[src/rtl/audio_dsp_pkg.sv]
// Shared constants, FSM encoding and round/saturate helper for the audio DSP chunk stages.
package audio_dsp_pkg;

    localparam int unsigned SAMPLE_W  = 24;
    localparam int unsigned BUF_DEPTH = 64;
    localparam int unsigned PTR_W     = 6;
    localparam int unsigned GAIN_W    = 16;
    localparam int unsigned Q_SHIFT   = 14;
    localparam int unsigned PROD_W    = SAMPLE_W + GAIN_W;

    localparam logic [PTR_W-1:0] LAST_ADDR = PTR_W'(BUF_DEPTH - 1);

    localparam logic signed [SAMPLE_W-1:0] SAT_MAX = {1'b0, {(SAMPLE_W-1){1'b1}}};
    localparam logic signed [SAMPLE_W-1:0] SAT_MIN = {1'b1, {(SAMPLE_W-1){1'b0}}};
    localparam logic signed [PROD_W:0]     SAT_HI_W = (PROD_W+1)'(SAT_MAX);
    localparam logic signed [PROD_W:0]     SAT_LO_W = (PROD_W+1)'(SAT_MIN);
    localparam logic signed [PROD_W:0]     ROUND_BIAS =
        {{(PROD_W+1-Q_SHIFT){1'b0}}, 1'b1, {(Q_SHIFT-1){1'b0}}};

    typedef enum logic [1:0] {
        ST_IDLE,
        ST_RUN,
        ST_DRAIN,
        ST_DONE
    } state_t;

    // Round half up in Qx.14, then clamp; one extra bit of headroom keeps the bias add from wrapping.
    function automatic logic signed [SAMPLE_W-1:0] round_sat(input logic signed [PROD_W-1:0] p);
        logic signed [PROD_W:0] sum;
        logic signed [PROD_W:0] shifted;
        sum     = {p[PROD_W-1], p} + ROUND_BIAS;
        shifted = sum >>> Q_SHIFT;
        if (shifted > SAT_HI_W)
            return SAT_MAX;
        else if (shifted < SAT_LO_W)
            return SAT_MIN;
        else
            return shifted[SAMPLE_W-1:0];
    endfunction

endpackage

[src/rtl/pulse_sync_edge.sv]
// 2-FF synchronizer plus registered rising-edge detector; one-clk pulse 3 clk after the input edge.
module pulse_sync_edge (
    input  logic clk,
    input  logic rst_n,
    input  logic async_in,
    output logic pulse
);

    logic [1:0] sync_q;
    logic       prev_q;

    always_ff @(posedge clk) begin
        if (!rst_n) begin
            sync_q <= '0;
            prev_q <= 1'b0;
            pulse  <= 1'b0;
        end else begin
            sync_q <= {sync_q[0], async_in};
            prev_q <= sync_q[1];
            pulse  <= sync_q[1] & ~prev_q;
        end
    end

endmodule

[src/rtl/chunk_gain_processor.sv]
// Chunk gain stage: reads BUF_DEPTH rx samples, applies Q2.14 gain with round/saturate, writes tx buffer.
// Optional CHUNK_PEAK_EN adds peak_abs, the post-saturation max |out_sample| of the last chunk.
module chunk_gain_processor
    import audio_dsp_pkg::*;
(
    input  logic                clk,
    input  logic                rst_n,
    input  logic                chunk_pulse,
    input  logic [GAIN_W-1:0]   gain,
    output logic [PTR_W-1:0]    in_addr,
    input  logic [SAMPLE_W-1:0] in_sample,
    output logic [PTR_W-1:0]    out_addr,
    output logic [SAMPLE_W-1:0] out_sample,
    output logic                out_we,
    output logic                busy,
    output logic                done,
    output logic                overrun
`ifdef CHUNK_PEAK_EN
    ,
    output logic [SAMPLE_W-2:0] peak_abs
`endif
);

    state_t                     state, state_nxt;
    logic                       start;
    logic [1:0]                 drain_cnt;
    logic signed [GAIN_W-1:0]   gain_lat;
    logic                       v1, v2;
    logic [PTR_W-1:0]           a1, a2;
    logic signed [PROD_W-1:0]   product;
    logic signed [SAMPLE_W-1:0] y_next;

    pulse_sync_edge u_sync (
        .clk      (clk),
        .rst_n    (rst_n),
        .async_in (chunk_pulse),
        .pulse    (start)
    );

    always_comb begin
        state_nxt = state;
        busy      = 1'b0;
        done      = 1'b0;
        y_next    = round_sat(product);
        case (state)
            ST_IDLE:  if (start) state_nxt = ST_RUN;
            ST_RUN: begin
                busy = 1'b1;
                if (in_addr == LAST_ADDR) state_nxt = ST_DRAIN;
            end
            ST_DRAIN: begin
                busy = 1'b1;
                if (drain_cnt == 2'd2) state_nxt = ST_DONE;
            end
            ST_DONE: begin
                done      = 1'b1;
                state_nxt = ST_IDLE;
            end
            default:  state_nxt = ST_IDLE;
        endcase
    end

    // Issue in cycle k, rx buffer data valid k+1, product k+2, write k+3.
    always_ff @(posedge clk) begin
        if (!rst_n) begin
            state      <= ST_IDLE;
            in_addr    <= '0;
            gain_lat   <= '0;
            drain_cnt  <= '0;
            overrun    <= 1'b0;
            v1         <= 1'b0;
            v2         <= 1'b0;
            a1         <= '0;
            a2         <= '0;
            product    <= '0;
            out_we     <= 1'b0;
            out_addr   <= '0;
            out_sample <= '0;
        end else begin
            state <= state_nxt;
            if (state == ST_IDLE && start) begin
                gain_lat <= gain;
                in_addr  <= '0;
            end else if (state == ST_RUN && in_addr != LAST_ADDR) begin
                in_addr <= in_addr + 1'b1;
            end
            drain_cnt <= (state == ST_DRAIN) ? drain_cnt + 2'd1 : 2'd0;
            if (start && state != ST_IDLE)
                overrun <= 1'b1;

            v1         <= (state == ST_RUN);
            a1         <= in_addr;
            v2         <= v1;
            a2         <= a1;
            product    <= PROD_W'(signed'(in_sample)) * PROD_W'(gain_lat);
            out_we     <= v2;
            out_addr   <= a2;
            out_sample <= y_next;
        end
    end

`ifdef CHUNK_PEAK_EN
    logic [SAMPLE_W-2:0] run_peak;
    logic [SAMPLE_W-2:0] cur_abs;

    // |SAT_MIN| does not fit in SAMPLE_W-1 bits, so it is clamped to the positive limit.
    always_comb begin
        cur_abs = y_next[SAMPLE_W-2:0];
        if (y_next == SAT_MIN)
            cur_abs = '1;
        else if (y_next[SAMPLE_W-1])
            cur_abs = ~y_next[SAMPLE_W-2:0] + 1'b1;
    end

    always_ff @(posedge clk) begin
        if (!rst_n) begin
            run_peak <= '0;
            peak_abs <= '0;
        end else begin
            if (state == ST_IDLE && start)
                run_peak <= '0;
            else if (v2 && cur_abs > run_peak)
                run_peak <= cur_abs;
            if (state == ST_DRAIN && state_nxt == ST_DONE)
                peak_abs <= run_peak;
        end
    end
`endif

endmodule

[config.mk]
export PLATFORM = sky130hd
export DESIGN_NAME = chunk_gain_processor
export DESIGN_NICKNAME = d
export VERILOG_FILES = /design/src/rtl/audio_dsp_pkg.sv /design/src/rtl/pulse_sync_edge.sv /design/src/rtl/chunk_gain_processor.sv
export SDC_FILE = /design/constraint.sdc
export NUM_CORES = 1
export LEC_CHECK = 0
export CAP_MARGIN = 20
export CORE_ASPECT_RATIO = 0.7
export CORE_MARGIN = 2
export CORE_UTILIZATION = 55
export DETAILED_ROUTE_END_ITERATION = 8
export DONT_BUFFER_PORTS = 1
export PLACE_DENSITY = 0.7
export SYNTH_ARGS = -nofsm -noshare
export SYNTH_HDL_FRONTEND = slang
export SYNTH_SLANG_ARGS = --single-unit
[constraint.sdc]
create_clock -name clk -period 17.7 [get_ports clk]
set_clock_uncertainty 0.1 [all_clocks]
set_input_delay 4.425 -clock clk [delete_from_list [all_inputs] [get_ports clk]]
set_output_delay 4.425 -clock clk [all_outputs]
set_load 0.05 [all_outputs]
# == Word level (Yosys, flattened, before mapping) ==
# Cells that the tools add are included.
# totals
wordCells,53
inputBits,43
out_inout_bits,40
register_bits,116
# op_classes
eq_ne,9
mux,8
magnitude_cmp,2
n_reduce_logical,10
multipliers,1
addsub,3
bitwise_logic,3
# ops
operator,n
"40-bit by 15-bit adder with 41-bit output, second input constant",1
24-bit by 16-bit multiplier with 40-bit output,1
"27-bit by 24-bit greater-than comparator with 1-bit output, second input constant",1
"27-bit by 24-bit < comparator with 1-bit output, second input constant",1
24-bit two-way mux,1
23-bit two-way mux,1
2-bit case mux with 4 select lines,1
"6-bit by 1-bit adder with 6-bit output, second input constant",1
"2-bit == test, second input constant",3
"6-bit == test, second input constant",1
2-bit two-way mux,3
"6-bit != test, second input constant",1
2-bit OR reduction,3
"2-bit != test, second input constant",2
1-bit logical AND,3
3-bit AND reduction,1
"2-bit by 1-bit adder with 2-bit output, second input constant",1
"2-bit by 1-bit == test with 1-bit output, second input constant",1
2-bit logical NOT,1
1-bit two-way mux,2
"2-bit by 1-bit != test with 1-bit output, second input constant",1
1-bit NOT,2
2-bit AND reduction,1
2-bit nonzero test,1
1-bit AND,1

# == Logic depth before layout (Yosys ltp) ==
# Gate-level depths: netlist of run 1.
# depth
depth_word,4
depth_mapped,24
depth_no_buf,23

# == Hierarchy ==
# From an unflattened synthesis of run 1, not the netlist that was laid out.
# unflattened
cells_unflattened,1906
hier_area_um2,17176.5
# by_module_without_submodules
module,cells_each,instances,area_each_um2,seq_area_each_um2
chunk_gain_processor,1898,1,17065.1,1981.9
pulse_sync_edge,8,1,111.4,80.1

# == Worst setup path after synthesis of run 1 ==
# OpenSTA, ideal clock, no wires.
# synth_timing
kind,input port to flip-flop
startpoint,in in_sample[23]
endpoint,reg product[37]
n_path_buf,1
slack_ns,7.403
path_stages,20
t_required_ns,17.484
setup_ns,0.116
t_arrival_ns,10.082
cell_sequence,clkbuf_1 > nand2_1 > inv_1 > fa_1 > fa_1 > fa_1 > fa_1 > fa_1 > inv_1 > fa_1 > inv_1 > ha_1 > a21o_1 > a21oi_1 > o21bai_1 > a21o_1 > a21oi_1 > o21ai_0 > or4_1 > and3_1
# synth_via
elab_chain_cells,1
# synth_rtl
item,line_no,rtl
from (decl),chunk_gain_processor.sv:11,"input logic [SAMPLE_W-1:0] in_sample,"
24-bit by 16-bit multiplier with 40-bit output,chunk_gain_processor.sv:95,product <= PROD_W'(signed'(in_sample)) * PROD_W'(gain_lat);
to (signal assigned),chunk_gain_processor.sv:95,
to (decl),chunk_gain_processor.sv:30,logic signed [PROD_W-1:0] product;
# Every way passes these cells.
# A chain may end at the register's enable or synchronous reset.

# == Final worst setup path of run 1 ==
# layout_timing
startpoint,in in_sample[17]
endpoint,reg product[36]
# The elaborated chain is that of the path after synthesis.

==> results of run 1 <==
critical path: cells and delay by family:
family	cells	cell delay, ns
multiplexers	1	0.22
adder cells (fa/ha/maj)	7	3.54
AO/OA/AOI/OAI	5	1.53
buffers and inverters	6	0.35
AND/OR/NAND/NOR	2	0.17
power groups by stage:
stage / combinational (mW) / clock, mW / sequential, mW
floorplan: 0.255 / 0 / 0.339
global placement: 0.313 / 0 / 0.345
detailed placement: 0.321 / 0 / 0.347
CTS: 0.323 / 0.197 / 0.341
global route: 0.372 / 0.206 / 0.343
finish: 0.324 / 0.192 / 0.339
cell families (layout without fill, tap and decap cells):
logic type | Yosys count | in the layout | synth area share (%)
AND/OR/NAND/NOR | 580 | 580 | 16.7
flip-flops | 103 | 103 | 11.9
adder cells (fa/ha/maj) | 475 | 475 | 50.4
multiplexers | 7 | 7 | 0.404
AO/OA/AOI/OAI | 147 | 147 | 6.09
buffers and inverters | 541 | 501 | 11.9
XOR/XNOR | 54 | 54 | 2.73
metal layers:
| metal | vias up | part of all wire (%) | global-route usage [%] |
|---|---|---|---|
| met5 | - | 0 | 0 |
| met3 | 43 | 8.3 | 4.35 |
| met2 | 449 | 43 | 40.2 |
| met1 | 6068 | 47 | 40.1 |
| li1 | 5486 | - | - |
| met4 | 0 | 1.7 | 5.48 |
synth_stat cells (all sizes together) (2+ instances only):
master and instances:
inv 468, fa 373, nand2 273, and2 196
dfxtp 103, ha 102, clkbuf 68, nor2 44
a21oi 40, o21ai 37, xnor2 29, xor2 25
nand3 19, a21boi 16, a21o 16, nand2b 14
nand4 12, mux2i 7, and3 6, o21bai 6
a31oi 5, o21a 5, o31ai 5, buf 4
nor2b 4, nor4 4, a31o 3, a2111oi 2
a221oi 2, a22oi 2, nand3b 2, nor3 2
or4 2
through the flow:
stage                     total power [mW]  instances
final                                0.856       2287
after global routing                 0.921       2287
after CTS                            0.860       2285
after detailed placement             0.667       2269
after global placement               0.658       2269
after floorplan                      0.594       1907
sequential cells by signal, summed over array words and instances (netlist names), 2 cells and up:
name and flops:
u_sync.sync_q 2, drain_cnt 2, in_addr 6, out_sample 24, gain_lat 16, a2 6, product 27, state 2
a1 6, out_addr 6
worst paths after layout:
kind                                  start                 endpoint  slack (ns)
setup / recovery              in_sample[17]   product[36]$_SDFF_PN0_        7.61
hold / removal     u_sync.prev_q$_SDFF_PN0_  u_sync.pulse$_SDFF_PN0_        0.28
setup reg to reg  gain_lat[15]$_SDFFE_PN0P_   product[36]$_SDFF_PN0_       10.27
hold reg to reg    u_sync.prev_q$_SDFF_PN0_  u_sync.pulse$_SDFF_PN0_        0.28
area by class of cell:
cell class / instances / area share [%]
inverters: 469 / 9.76
repair buffers: 16 / 0.888
flip-flops and latches: 103 / 11.4
multi-input cells: 1263 / 73.4
well taps: 420 / 2.91
clock inverters: 7 / 0.409
clock buffers: 9 / 1.25
==> impl_metrics.py, run 1 <==
metrics = {
    "floorplanning": {
        "dieArea_mm2": 0.0330,
        "coreArea_mm2": 0.0311,
        "rows": 54,
        "die_y_um": 153,
        "initial_core_util_pct": 55.8,
        "die_w_um": 216,
        "io-pin-count": 83,
    },
    "cells_and_area": {
        "final_cell_mix": "468 x inv_1, 373 x fa_1, 271 x nand2_1",
        "multi_input_area_mm2": 0.0132,
        "drive_above_1_share_pct": 3.96,
        "mostFrequentLayoutCell": "inv_1",
        "layout.nets": 2380,
        "area_growth_pct": 3.97,
        "seqCellArea_mm2": 0.00206,
        "post-route-util_pct": 58.0,
        "fillers": 2806,
        "antenna_cells": 0,
        "design_area_mm2": 0.0180,
    },
    "sta": {
        "period_share_pct": 57.0,
        "fin_ws_ns": 7.61,
        "tightest_slew_ns": 0.864,
        "slew_viol_final": 0,
        "slew_headroom_pct": 42.0,
        "hold_violations": 0,
        "setup_viol": 0,
        "fmax_ghz": 0.0991,
        "rsz0062_at_grt": "no",
        "finalCriticalPeriod_ns": 10.09,
        "finalSetupTns_ns": 0,
        "timing.hold.ws_ns": 0.284,
    },
    "power_and_ir_drop": {
        "p_switching_uw": 362,
        "internal-power_uw": 493,
        "pwr-share-comb_pct": 37.9,
        "leakage_nw": 9.01,
        "p_sw_share_pct": 42.4,
        "power_frac_seq_pct": 39.7,
        "powerDensity_mw_per_mm2": 47.4,
        "pwr-share-clk_pct": 22.5,
        "peakVddDrop_mv": 0.0669,
    },
    "synth": {
        "ys_ff_latch": 103,
        "syn_inst": 1907,
        "ys_dominant_reg_cell": "dfxtp_1",
        "synth-edff-count": 0,
        "yosysWarnings": 0,
        "synth_largest_area_cell": "fa_1",
        "ys_async_sr_fraction_pct": 0,
        "syn_area_mm2": 0.0174,
        "synth_top_area_share_pct": 43.0,
        "yosysSeqAreaShare_pct": 11.9,
        "yosys-top-cells-area": "fa_1 43%, dfxtp_1 12%, inv_1 10%, ha_1 7.4%, and2_1 7.1%",
        "synth_nets": 2425,
        "syn_avg_cell_area_um2": 9.10,
        "synth.distinct_cells": 60,
    },
    "critical_path": {
        "reg2reg_depth": 20,
        "worstPathArrival_ns": 10.25,
        "cp-start-kind": "input pin",
        "cp_cell_sequence": "nand2_1, fa_1, inv_1, fa_1, inv_1, fa_1, inv_1, fa_1, fa_1, inv_1, fa_1, inv_1, ha_1, nand2_1, inv_1, a221oi_2, o21ai_0, a2111oi_2, o21bai_2, o31ai_2, mux2i_1",
        "crit_required_ns": 17.86,
        "critPathKind": "in -> reg",
        "crit_slowest_cell": "fa_1",
        "crit_fanout": 16,
        "worstSetupEndpointType": "flip-flop",
        "slowest_delay_ns": 0.60,
    },
    "global_route": {
        "grt_overflow": 0,
        "grt_start_max_net_pins": 81,
        "antenna_found_initial": 1,
        "grt_pass1_vias": 12900,
        "grt_pass1_wl_mm": 68.9,
        "grt_usage_pct": 26.4,
    },
    "place": {
        "dp_slack_ns": 7.26,
        "port-buffer-count": 0,
        "place_hpwl_mm": 32.6,
        "routabilityCongestion": 0.926,
        "place_area_mm2": 0.0177,
    },
    "min_path": {
        "hold_depth": 1,
        "hp-class": "reg -> reg",
    },
    "cts": {
        "clk_root_buffer_cell": "clkbuf_16",
        "hold_buffers": 0,
        "clkSinkCount": 103,
        "numCtsBuffers": 9,
        "cts_max_path_buffers": 2,
        "cts_resized": 0,
        "htree_levels": 3,
        "post-cts-setup-buffers": 0,
        "cts_tree": "done",
        "clkLatencyLatePin_ns": 0.34,
        "clkTransAtPathRegs_ns": 0.07,
    },
    "detailed_routing": {
        "antenna_left": 0,
        "drt_wl_total_mm": 41.2,
        "wl_per_cell_um": 18.0,
        "dr.pass1.iters": 5,
        "drc": 0,
        "vias_per_cell": 5.27,
        "vias": 12000,
        "drt_iter0_drc": 686,
    },
    "flow_run": {
        "drv_cap": 0,
    },
    "outcome": {
        "status": "finished clean",
    },
}
Power figures use the tool's default switching activity.
==> run 2: changes to the inputs <==
--- a/config.mk
+++ b/config.mk
@@ -11,7 +11,7 @@
 export CORE_UTILIZATION = 55
 export DETAILED_ROUTE_END_ITERATION = 8
 export DONT_BUFFER_PORTS = 1
-export PLACE_DENSITY = 0.7
+export PLACE_DENSITY = 0.73
 export SYNTH_ARGS = -nofsm -noshare
 export SYNTH_HDL_FRONTEND = slang
 export SYNTH_SLANG_ARGS = --single-unit
==> constraint.sdc (replaced) <==
create_clock -name clk -period 8.9 [get_ports clk]
set_clock_uncertainty 0.1 [all_clocks]
set_input_delay 2.225 -clock clk [delete_from_list [all_inputs] [get_ports clk]]
set_output_delay 2.225 -clock clk [all_outputs]
set_load 0.05 [all_outputs]
==> run 2 against run 1 <==
First-iteration DRC count grew 5.4%. Flip-flop and latch count is the same. Clock power grew 99%. Global-route usage grew 0.67 points. Sequential share of layout area is essentially flat. Cell area is essentially flat. Sequential power grew 100%. Worst setup slack lost 6.6 ns. Via count grew 1.4%. Critical endpoint unchanged.
==> impl_metrics.py, run 2 (synthesis results as in run 1) <==
metrics = {
    "place": {
        "port-buffer-count": 0,
        "place_hpwl_mm": 33.9,
        "routabilityCongestion": 0.908,
        "dp_cells": 2275,
        "dp_slack_ns": 0.599,
        "place_area_mm2": 0.0177,
    },
    "floorplanning": {
        "initial_core_util_pct": 55.8,
        "die_y_um": 153,
        "rows": 54,
        "coreArea_mm2": 0.0311,
        "io-pin-count": 83,
        "dieArea_mm2": 0.0330,
        "die_w_um": 216,
    },
    "cells_and_area": {
        "fin_cells": 2292,
        "mostFrequentLayoutCell": "inv_1",
        "largestRegisters": "product x27, out_sample x24, gain_lat x16",
        "drive_above_1_share_pct": 4.17,
        "design_area_mm2": 0.0180,
        "layout.nets": 2384,
        "area_growth_pct": 3.93,
        "final_cell_mix": "468 x inv_1, 373 x fa_1, 271 x nand2_1",
        "largest_reg_flops": 27,
        "top_register": "product",
    },
    "cts": {
        "clkLatencyLatePin_ns": 0.35,
        "cts_tree": "done",
        "clk_root_buffer_cell": "clkbuf_16",
        "cts_max_path_buffers": 2,
        "numCtsBuffers": 9,
        "htree_levels": 3,
        "clkTransAtPathRegs_ns": 0.07,
        "post-cts-setup-buffers": 0,
        "clkSinkCount": 103,
        "hold_buffers": 0,
        "cts_resized": 0,
    },
    "global_route": {
        "grt_pass1_wl_mm": 70.1,
        "grt_start_max_net_pins": 81,
        "grt_overflow": 0,
        "grt_pass1_vias": 13000,
        "grt_usage_pct": 27.1,
        "antenna_found_initial": 0,
    },
    "sta": {
        "fmax_ghz": 0.126,
        "rsz0062_at_grt": "no",
        "hold_violations": 0,
        "tightest_slew_ns": 1.02,
        "finalCriticalPeriod_ns": 7.93,
        "timing.hold.ws_ns": 0.285,
        "finalSetupTns_ns": 0,
        "period_share_pct": 89.1,
        "setup_viol": 0,
        "fin_ws_ns": 0.971,
        "slew_viol_final": 0,
        "slew_headroom_pct": 32.1,
    },
    "detailed_routing": {
        "dr.pass1.iters": 8,
        "antenna_left": 0,
        "drc": 0,
        "drt_wl_total_mm": 42.2,
        "drt_iter0_drc": 723,
        "vias_per_cell": 5.33,
        "vias": 12200,
        "wl_per_cell_um": 18.4,
    },
    "flow_run": {
        "drv_cap": 0,
    },
    "critical_path": {
        "endpoint": "product[36]$_SDFF_PN0_",
        "critPathLaunch": "in_sample[17]",
        "r2r_slack_ns": 1.64,
        "cp-start-kind": "input pin",
        "reg2reg_depth": 22,
        "crit_fanout": 16,
        "crit_required_ns": 9.06,
        "worstSetupEndpointType": "flip-flop",
        "worstPathArrival_ns": 8.09,
        "critPathKind": "in -> reg",
        "rr_startpoint": "gain_lat[5]$_SDFFE_PN0P_",
        "r2r_end": "product[31]$_SDFF_PN0_",
    },
    "power_and_ir_drop": {
        "peakVddDrop_mv": 0.138,
        "powerDensity_mw_per_mm2": 94.6,
        "leakage_nw": 9.02,
    },
    "min_path": {
        "hp-class": "reg -> reg",
    },
    "outcome": {
        "status": "finished clean",
    },
}
-- run 2: changes by cell type in the layout (fill, tap and decap cells not counted), sizes merged --
cell / delta
buf: +4
clkinvlp: +1
diode: +1
inv: -1
-- run 2: per-layer routing --
metal | wire, um | vias to the layer above | share of wire, % | global-route usage (%)
li1 | - | 5481 | - | -
met5 | 0 | - | 0 | 0
met3 | 4080 | 71 | 9.7 | 5.97
met1 | 19000 | 6146 | 45 | 40.7
met4 | 866 | 0 | 2.1 | 5.74
met2 | 18300 | 513 | 43 | 40.5
-- run 2: worst max-delay path, cell delays in order --
cell and delay [ns]:
nand2_1 0.06, fa_1 0.58, inv_1 0.05, fa_1 0.54, inv_1 0.05, fa_1 0.49
inv_1 0.05, fa_1 0.46, fa_1 0.55, inv_1 0.06, fa_1 0.58, inv_1 0.06
ha_1 0.36, nand2_1 0.11, inv_1 0.09, a221oi_2 0.34, o21ai_0 0.26, a2111oi_2 0.51
o21bai_2 0.16, o31ai_2 0.25, mux2i_1 0.22
-- run 2: layout make-up --
cell class,count,area [um^2]
fill,2720,13000
timing repair buffer,20,150
multi-input combinational,1263,13200
clock inverter,7,75.1
antenna,1,2.50
inverter,469,1760
tap,420,526
clock buffer,9,225
sequential,103,2060
-- run 2: worst min-delay path by stage --
stage,start,end,slack [ns],cells past startpoint
2_1_floorplan,u_sync.prev_q$_SDFF_PN0_,u_sync.pulse$_SDFF_PN0_,0.27,1
3_3_place_gp,u_sync.prev_q$_SDFF_PN0_,u_sync.pulse$_SDFF_PN0_,0.27,1
3_5_place_dp,u_sync.prev_q$_SDFF_PN0_,u_sync.pulse$_SDFF_PN0_,0.27,1
4_1_cts,u_sync.prev_q$_SDFF_PN0_,u_sync.pulse$_SDFF_PN0_,0.29,1
5_1_grt,u_sync.prev_q$_SDFF_PN0_,u_sync.pulse$_SDFF_PN0_,0.30,1
6_report,u_sync.prev_q$_SDFF_PN0_,u_sync.pulse$_SDFF_PN0_,0.29,1
-- run 2: report_power, final --
group,internal (mW),switching (mW),leakage (nW),total (mW)
clock,0.198,0.184,0.143,0.382
sequential,0.524,0.162,0.838,0.686
combinational,0.258,0.380,8.04,0.638
-- run 2: per-stage QoR --
step / power (mW) / utilization (%)
6_report: 1.71 / 58.0
5_1_grt: 1.83 / 58.0
4_1_cts: 1.71 / 58.0
3_5_place_dp: 1.33 / 57.1
3_3_place_gp: 1.31 / 57.1
2_1_floorplan: 1.18 / -
